**src/rtl/bp_counter_table_if.sv**
```systemverilog
// ============================================================================
//  Module      : bp_counter_table_if
//  Description : Bundle of lookup, prediction and training signals between
//                the fetch / branch-resolve logic and the pattern-history
//                table.
//                master modport : fetch + resolve side (drives requests)
//                slave  modport : bp_counter_table (returns predictions)
//  Signals     : lookup_en/lookup_pc           lookup request
//                pred_valid/taken/cnt/hist     registered prediction
//                upd_valid/pc/hist/taken       training request
//  Revision    : 1.0  initial release
// ============================================================================
`default_nettype none

interface bp_counter_table_if #(
    parameter int PC_W   = 64,
    parameter int CNT_W  = 2,
    parameter int HIST_W = 6
) ();
    logic              lookup_en;
    logic [PC_W-1:0]   lookup_pc;
    logic              pred_valid;
    logic              pred_taken;
    logic [CNT_W-1:0]  pred_cnt;
    logic [HIST_W-1:0] pred_hist;
    logic              upd_valid;
    logic [PC_W-1:0]   upd_pc;
    logic [HIST_W-1:0] upd_hist;
    logic              upd_taken;

    modport master (
        output lookup_en, lookup_pc,
        output upd_valid, upd_pc, upd_hist, upd_taken,
        input  pred_valid, pred_taken, pred_cnt, pred_hist
    );

    modport slave (
        input  lookup_en, lookup_pc,
        input  upd_valid, upd_pc, upd_hist, upd_taken,
        output pred_valid, pred_taken, pred_cnt, pred_hist
    );
endinterface

`default_nettype wire

```
**src/rtl/bp_counter_table.sv**
```systemverilog
// ============================================================================
//  Module      : bp_counter_table
//  Description : Pattern-history table of 2**IDX_W saturating counters of
//                CNT_W bits. A lookup returns the registered prediction one
//                cycle later; resolved branches train the indexed counter.
//                Same-cycle lookup and update of one entry is write-first.
//  Ports       : clk     clock
//                reset   asynchronous active-high reset
//                bus     bp_counter_table_if.slave (lookup / pred / update)
//  Option      : define BP_GSHARE_EN to XOR a global history register into
//                the index (gshare). Without it no history register exists,
//                pred_hist is 0 and upd_hist is ignored.
//  Revision    : 1.0  initial release
// ============================================================================
`default_nettype none

module bp_counter_table #(
    parameter int PC_W     = 64,
    parameter int IDX_W    = 6,
    parameter int CNT_W    = 2,
    parameter int INIT_CNT = 2**(CNT_W-1),
    parameter int HIST_W   = 6
) (
    input  wire logic          clk,
    input  wire logic          reset,
    bp_counter_table_if.slave  bus
);

    localparam int              ENTRIES  = 2**IDX_W;
    localparam logic [CNT_W-1:0] CNT_MAX  = '1;
    localparam logic [CNT_W-1:0] CNT_INIT = CNT_W'(INIT_CNT);

    // ------------------------------------------------------------------
    // State
    // ------------------------------------------------------------------
    logic [CNT_W-1:0] cnt_q [ENTRIES];

    // ------------------------------------------------------------------
    // Index generation
    // ------------------------------------------------------------------
    logic [IDX_W-1:0] w_lkp_base;
    logic [IDX_W-1:0] w_upd_base;
    logic [IDX_W-1:0] w_lkp_idx;
    logic [IDX_W-1:0] w_upd_idx;

    // Word-aligned PCs: the two low bits never distinguish branches.
    assign w_lkp_base = bus.lookup_pc[IDX_W+1:2];
    assign w_upd_base = bus.upd_pc[IDX_W+1:2];

`ifdef BP_GSHARE_EN
    logic [HIST_W-1:0] ghr_q;
    logic [HIST_W-1:0] ghr_d;

    // Lookups hash with the live history; updates hash with the history
    // that travelled with the branch so training hits the entry that made
    // the prediction.
    assign w_lkp_idx = w_lkp_base ^ IDX_W'(ghr_q);
    assign w_upd_idx = w_upd_base ^ IDX_W'(bus.upd_hist);

    // Shift the outcome in at the LSB; the cast drops the oldest bit.
    assign ghr_d = HIST_W'({ghr_q, bus.upd_taken});

    always_ff @(posedge clk or posedge reset) begin
        if (reset) begin
            ghr_q <= '0;
        end else if (bus.upd_valid) begin
            ghr_q <= ghr_d;
        end
    end

    always_ff @(posedge clk or posedge reset) begin
        if (reset) begin
            bus.pred_hist <= '0;
        end else if (bus.lookup_en) begin
            bus.pred_hist <= ghr_q;
        end
    end

    logic w_unused;
    assign w_unused = ^{bus.lookup_pc[PC_W-1:IDX_W+2], bus.lookup_pc[1:0],
                        bus.upd_pc[PC_W-1:IDX_W+2],    bus.upd_pc[1:0]};
`else
    assign w_lkp_idx     = w_lkp_base;
    assign w_upd_idx     = w_upd_base;
    assign bus.pred_hist = '0;

    logic w_unused;
    assign w_unused = ^{bus.lookup_pc[PC_W-1:IDX_W+2], bus.lookup_pc[1:0],
                        bus.upd_pc[PC_W-1:IDX_W+2],    bus.upd_pc[1:0],
                        bus.upd_hist};
`endif

    // ------------------------------------------------------------------
    // Saturating next value of the entry being trained
    // ------------------------------------------------------------------
    logic [CNT_W-1:0] w_upd_cur;
    logic [CNT_W-1:0] w_upd_cnt;

    always_comb begin
        w_upd_cur = cnt_q[w_upd_idx];
        w_upd_cnt = w_upd_cur;
        if (bus.upd_taken) begin
            if (w_upd_cur != CNT_MAX) begin
                w_upd_cnt = w_upd_cur + CNT_W'(1);
            end
        end else begin
            if (w_upd_cur != '0) begin
                w_upd_cnt = w_upd_cur - CNT_W'(1);
            end
        end
    end

    // ------------------------------------------------------------------
    // Lookup read with write-first bypass from a same-entry update
    // ------------------------------------------------------------------
    logic             w_bypass;
    logic [CNT_W-1:0] w_lkp_cnt;

    assign w_bypass  = bus.upd_valid && (w_upd_idx == w_lkp_idx);
    assign w_lkp_cnt = w_bypass ? w_upd_cnt : cnt_q[w_lkp_idx];

    // ------------------------------------------------------------------
    // Counter array
    // ------------------------------------------------------------------
    always_ff @(posedge clk or posedge reset) begin
        if (reset) begin
            for (int i = 0; i < ENTRIES; i++) begin
                cnt_q[i] <= CNT_INIT;
            end
        end else if (bus.upd_valid) begin
            cnt_q[w_upd_idx] <= w_upd_cnt;
        end
    end

    // ------------------------------------------------------------------
    // Registered prediction; pred_cnt/pred_taken hold between lookups
    // ------------------------------------------------------------------
    always_ff @(posedge clk or posedge reset) begin
        if (reset) begin
            bus.pred_valid <= 1'b0;
            bus.pred_taken <= 1'b0;
            bus.pred_cnt   <= '0;
        end else begin
            bus.pred_valid <= bus.lookup_en;
            if (bus.lookup_en) begin
                bus.pred_cnt   <= w_lkp_cnt;
                bus.pred_taken <= w_lkp_cnt[CNT_W-1];
            end
        end
    end

endmodule

`default_nettype wire

```
**src/flat_wrapper.sv**
```systemverilog
// flat-port wrapper written by rule: the top's interface ports become plain ports
module bp_counter_table_flat 
#(
    parameter int PC_W     = 64,
    parameter int IDX_W    = 6,
    parameter int CNT_W    = 2,
    parameter int INIT_CNT = 2**(CNT_W-1),
    parameter int HIST_W   = 6
)
  (clk, reset, bus_lookup_en, bus_lookup_pc, bus_upd_valid, bus_upd_pc, bus_upd_hist, bus_upd_taken, bus_pred_valid, bus_pred_taken, bus_pred_cnt, bus_pred_hist);
  bp_counter_table_if #(.PC_W(PC_W), .CNT_W(CNT_W), .HIST_W(HIST_W)) bus_i ();
  input  wire logic clk;
  input  wire logic reset;
  input wire logic [$bits(bus_i.lookup_en)-1:0] bus_lookup_en;
  input wire logic [$bits(bus_i.lookup_pc)-1:0] bus_lookup_pc;
  input wire logic [$bits(bus_i.upd_valid)-1:0] bus_upd_valid;
  input wire logic [$bits(bus_i.upd_pc)-1:0] bus_upd_pc;
  input wire logic [$bits(bus_i.upd_hist)-1:0] bus_upd_hist;
  input wire logic [$bits(bus_i.upd_taken)-1:0] bus_upd_taken;
  output wire logic [$bits(bus_i.pred_valid)-1:0] bus_pred_valid;
  output wire logic [$bits(bus_i.pred_taken)-1:0] bus_pred_taken;
  output wire logic [$bits(bus_i.pred_cnt)-1:0] bus_pred_cnt;
  output wire logic [$bits(bus_i.pred_hist)-1:0] bus_pred_hist;
  assign bus_i.lookup_en = bus_lookup_en;
  assign bus_i.lookup_pc = bus_lookup_pc;
  assign bus_i.upd_valid = bus_upd_valid;
  assign bus_i.upd_pc = bus_upd_pc;
  assign bus_i.upd_hist = bus_upd_hist;
  assign bus_i.upd_taken = bus_upd_taken;
  assign bus_pred_valid = bus_i.pred_valid;
  assign bus_pred_taken = bus_i.pred_taken;
  assign bus_pred_cnt = bus_i.pred_cnt;
  assign bus_pred_hist = bus_i.pred_hist;
  bp_counter_table #(.PC_W(PC_W), .IDX_W(IDX_W), .CNT_W(CNT_W), .INIT_CNT(INIT_CNT), .HIST_W(HIST_W)) u_core (.clk(clk), .reset(reset), .bus(bus_i));
endmodule
```
**config.mk**
```make
export PLATFORM = sky130hd
export DESIGN_NAME = bp_counter_table_flat
export DESIGN_NICKNAME = d
export VERILOG_FILES = /design/src/rtl/bp_counter_table_if.sv /design/src/rtl/bp_counter_table.sv /design/src/flat_wrapper.sv
export SDC_FILE = /design/constraint.sdc
export NUM_CORES = 1
export LEC_CHECK = 0
export CAP_MARGIN = 40
export CORE_UTILIZATION = 57
export DETAILED_ROUTE_END_ITERATION = 6
export PLACE_DENSITY = 0.87
export SYNTH_ARGS = -nofsm -noshare
export SYNTH_HDL_FRONTEND = slang
export SYNTH_SLANG_ARGS = --single-unit
```
**constraint.sdc**
```tcl
create_clock -name clk -period 9.04 [get_ports clk]
set_input_delay 2.712 -clock clk [delete_from_list [all_inputs] [get_ports clk]]
set_output_delay 2.712 -clock clk [all_outputs]
set_load 0.01 [all_outputs]
```
==> impl_metrics.toml <==
[worst_setup_path]
reg2reg_slack_ns = 5.95
cp.buffers_inverters = 4
crit_required_ns = 9.39
rr_worst_depth = 8
cp_top_family = "buffers and inverters"
endpoint_kind = "register"
worst_path_largest_cell_delay_ns = 0.76
worst-endpoint-arrival_ns = 6.80
reg2reg_to = "u_core.cnt_q[21]$_DFFE_PP1P_"
start_kind = "primary input"
crit_chain = "clkdlybuf4s50_1 -> buf_4 -> inv_1 -> a21oi_1 -> o41ai_1 -> o221ai_1 -> or3_1 -> maj3_2 -> buf_12 -> mux2_2"
cp_max_fo = 40
crit_path_top_delay_cell = "clkdlybuf4s50_1"
worstSetupPathType = "primary input to register"
r2r-start = "u_core.cnt_q[126]$_DFFE_PP0P_"

[clocking]
cts_tree = "done"
clock_latency_ns = 0.43
cts.repair.resized = 0
cts_root_buffer = "clkbuf_16"
clock_tree.buffer_depth = 2
hold_buffers = 0
clk_pin_slew_ns = 0.05
cts_sinks = 131
postCtsSetupBuffers = 0
htreeDepth = 4
cts_made_buffers = 17

[floorplanning]
io_pins = 149
num_rows = 42
coreArea_um2 = 13190
initial_utilization_pct = 58.13
die_area_um2 = 13920
die_w_um = 118.0
die_h_um = 118.0

[global_routing]
antenna_found_initial = 0
gr-usage-all-layers_pct = 30.51
grt_pass1_wl_um = 32080
grt_pass1_vias = 5749
grt_max_degree = 67
grt.overflow.total = 0

[hold_path]
min_path_cells = 1
hp-start = "u_core.cnt_q[54]$_DFFE_PP0P_"
hold_path.class = "register to register"
min_to = "u_core.cnt_q[54]$_DFFE_PP0P_"

[final_layout]
syn_to_final_growth_pct = 10.92
design_area_um2 = 8504
drive_gt1_share_pct = 49.83
final_cell_mix = "mux2_2 (135), dfrtp_1 (67), dfstp_2 (64)"
fillers = 929
layout_commonest_cell = "mux2_2"
utilization_pct = 64.48
ff_latch_area_um2 = 3358
antenna_cells = 0
multi_input_area_um2 = 4000
instances_no_fill = 780
nNetsFinal = 730

[power]
p_sw_uw = 456.4
pwr-share-comb_pct = 17.0
switching_share_pct = 25.89
p_clk_share_pct = 40.5
leakage_nw = 3.434
p_per_area_nw_per_um2 = 207.3
vdd.ir_drop.worst_v = 0.0001501
p_int_mw = 1.306
sequentialPowerShare_pct = 42.5
p_total_mw = 1.763

[outcome]
status = "finished, final reports clean"

[drt]
vias = 5499
vias_per_cell = 7.050
wl_per_cell_um = 25.48
drtIter0Drc = 701
ant_nets = 0
first_pass_iters = 6
routed_wl_um = 19870
route.detailed.drc = 0

[sta]
max_freq_mhz = 155.0
finClkSkew_ns = 0.01360
slew_violations = 0
rsz0062_at_grt = "no"
finalSetupViolations = 0
period_needed_ns = 6.450
slew-limit-headroom_pct = 36.08
min_period_over_period_pct = 71.35
worst_slew_pin_slew_ns = 0.9569
hold_viol = 0
fin_setup_tns_ns = 0
finalWorstSetupSlack_ns = 2.590
fin_hold_ws_ns = 0.5321

[synthesis]
synth_ff_type = "dfrtp_1"
syn_avg_cell_area_um2 = 13.02
async_flop_share_pct = 100.0
seq_area_frac_synth_pct = 43.80
synth_edf_count = 0
synth_area_um2 = 7667
synth.distinct_cells = 52
synth_warnings = 0
ys_ff_latch = 131
synthCells = 589

[place]
gp_congestion = 0.9060
placed_cells = 748
place_area_um2 = 7894
post-place-ws_ns = 2.330
dp_hpwl_um = 12830
port_buffers = 20

[run]
drv_cap = 0
[cells in the mapped netlist, drive strengths merged, types with 3 or more instances]
library cell	number	area share, %
o22ai	4	0.33
nand2	43	2.1
a22oi	4	0.39
mux4	50	15
and2	3	0.24
inv	4	0.20
dfstp	64	22
nand3	8	0.52
o21ai	5	0.33
nor2	40	2.0
clkbuf	18	0.88
a221oi	18	2.1
nor3	4	0.26
a211oi	3	0.29
nand3b	8	0.78
buf	35	3.3
nor2b	7	0.57
xor2	3	0.34
a21oi	8	0.52
mux2	135	20
or3b	4	0.46
and3	3	0.24
dfrtp	67	22
o22a	3	0.34
xnor2	3	0.34
mux2i	17	2.2
[flip-flops by register name (all words and copies together), names as in the netlist]
name                   count
u_core.bus.pred_valid      1
u_core.cnt_q             128
u_core.bus.pred_cnt        2
[layout make-up]
type | count | area share (%)
Tap cell | 176 | 2.589
Inverter | 4 | 0.2060
Clock inverter | 10 | 1.839
Multi-Input combinational cell | 406 | 47.04
Sequential cell | 131 | 39.49
Timing Repair Buffer | 31 | 3.502
Clock buffer | 22 | 5.341
[how the worst max path moves through the flow]
stage	cells after the start	start	slack, ns	endpoint
finish	10	bus_upd_pc[4]	2.59	u_core.cnt_q[21]$_DFFE_PP1P_
global route	10	bus_upd_pc[4]	2.53	u_core.cnt_q[7]$_DFFE_PP1P_
CTS	10	bus_upd_pc[4]	2.77	u_core.cnt_q[97]$_DFFE_PP1P_
detailed placement	10	bus_upd_pc[4]	2.33	u_core.cnt_q[21]$_DFFE_PP1P_
global placement	10	bus_upd_pc[4]	2.18	u_core.bus.pred_cnt[0]$_DFFE_PP0P_
floorplan	1	reset	2.94	u_core.bus.pred_cnt[0]$_DFFE_PP0P_
[power groups by stage]
stage	Clock, mW	Sequential [mW]	Combinational (mW)
finish	0.714	0.749	0.299
global route	0.744	0.756	0.318
CTS	0.720	0.745	0.295
detailed placement	0	0.752	0.294
global placement	0	0.742	0.278
floorplan	0	0.727	0.232
[cell families (layout without fill, tap and decap cells)]
| kind of cell | after synthesis | in the layout | share of synthesized area (%) |
|---|---|---|---|
| adder cells (fa/ha/maj) | 2 | 2 | 0.2774 |
| multiplexers | 202 | 202 | 36.73 |
| flip-flops | 131 | 131 | 43.80 |
| XOR/XNOR | 6 | 6 | 0.6855 |
| AO/OA/AOI/OAI | 59 | 59 | 5.891 |
| other | 1 | 6 | 0.04891 |
| buffers and inverters | 57 | 67 | 4.422 |
| AND/OR/NAND/NOR | 131 | 131 | 8.143 |
[metal layers]
| layer | GRT usage, % | vias up | wire length, um |
|---|---|---|---|
| li1 | - | 2238 | - |
| met1 | 38.50 | 2781 | 7349 |
| met2 | 46.62 | 368 | 9452 |
| met3 | 8.963 | 110 | 1953 |
| met4 | 18.35 | 2 | 1084 |
| met5 | 0 | - | 34 |
No activity file was read; power rests on OpenSTA's default activity.
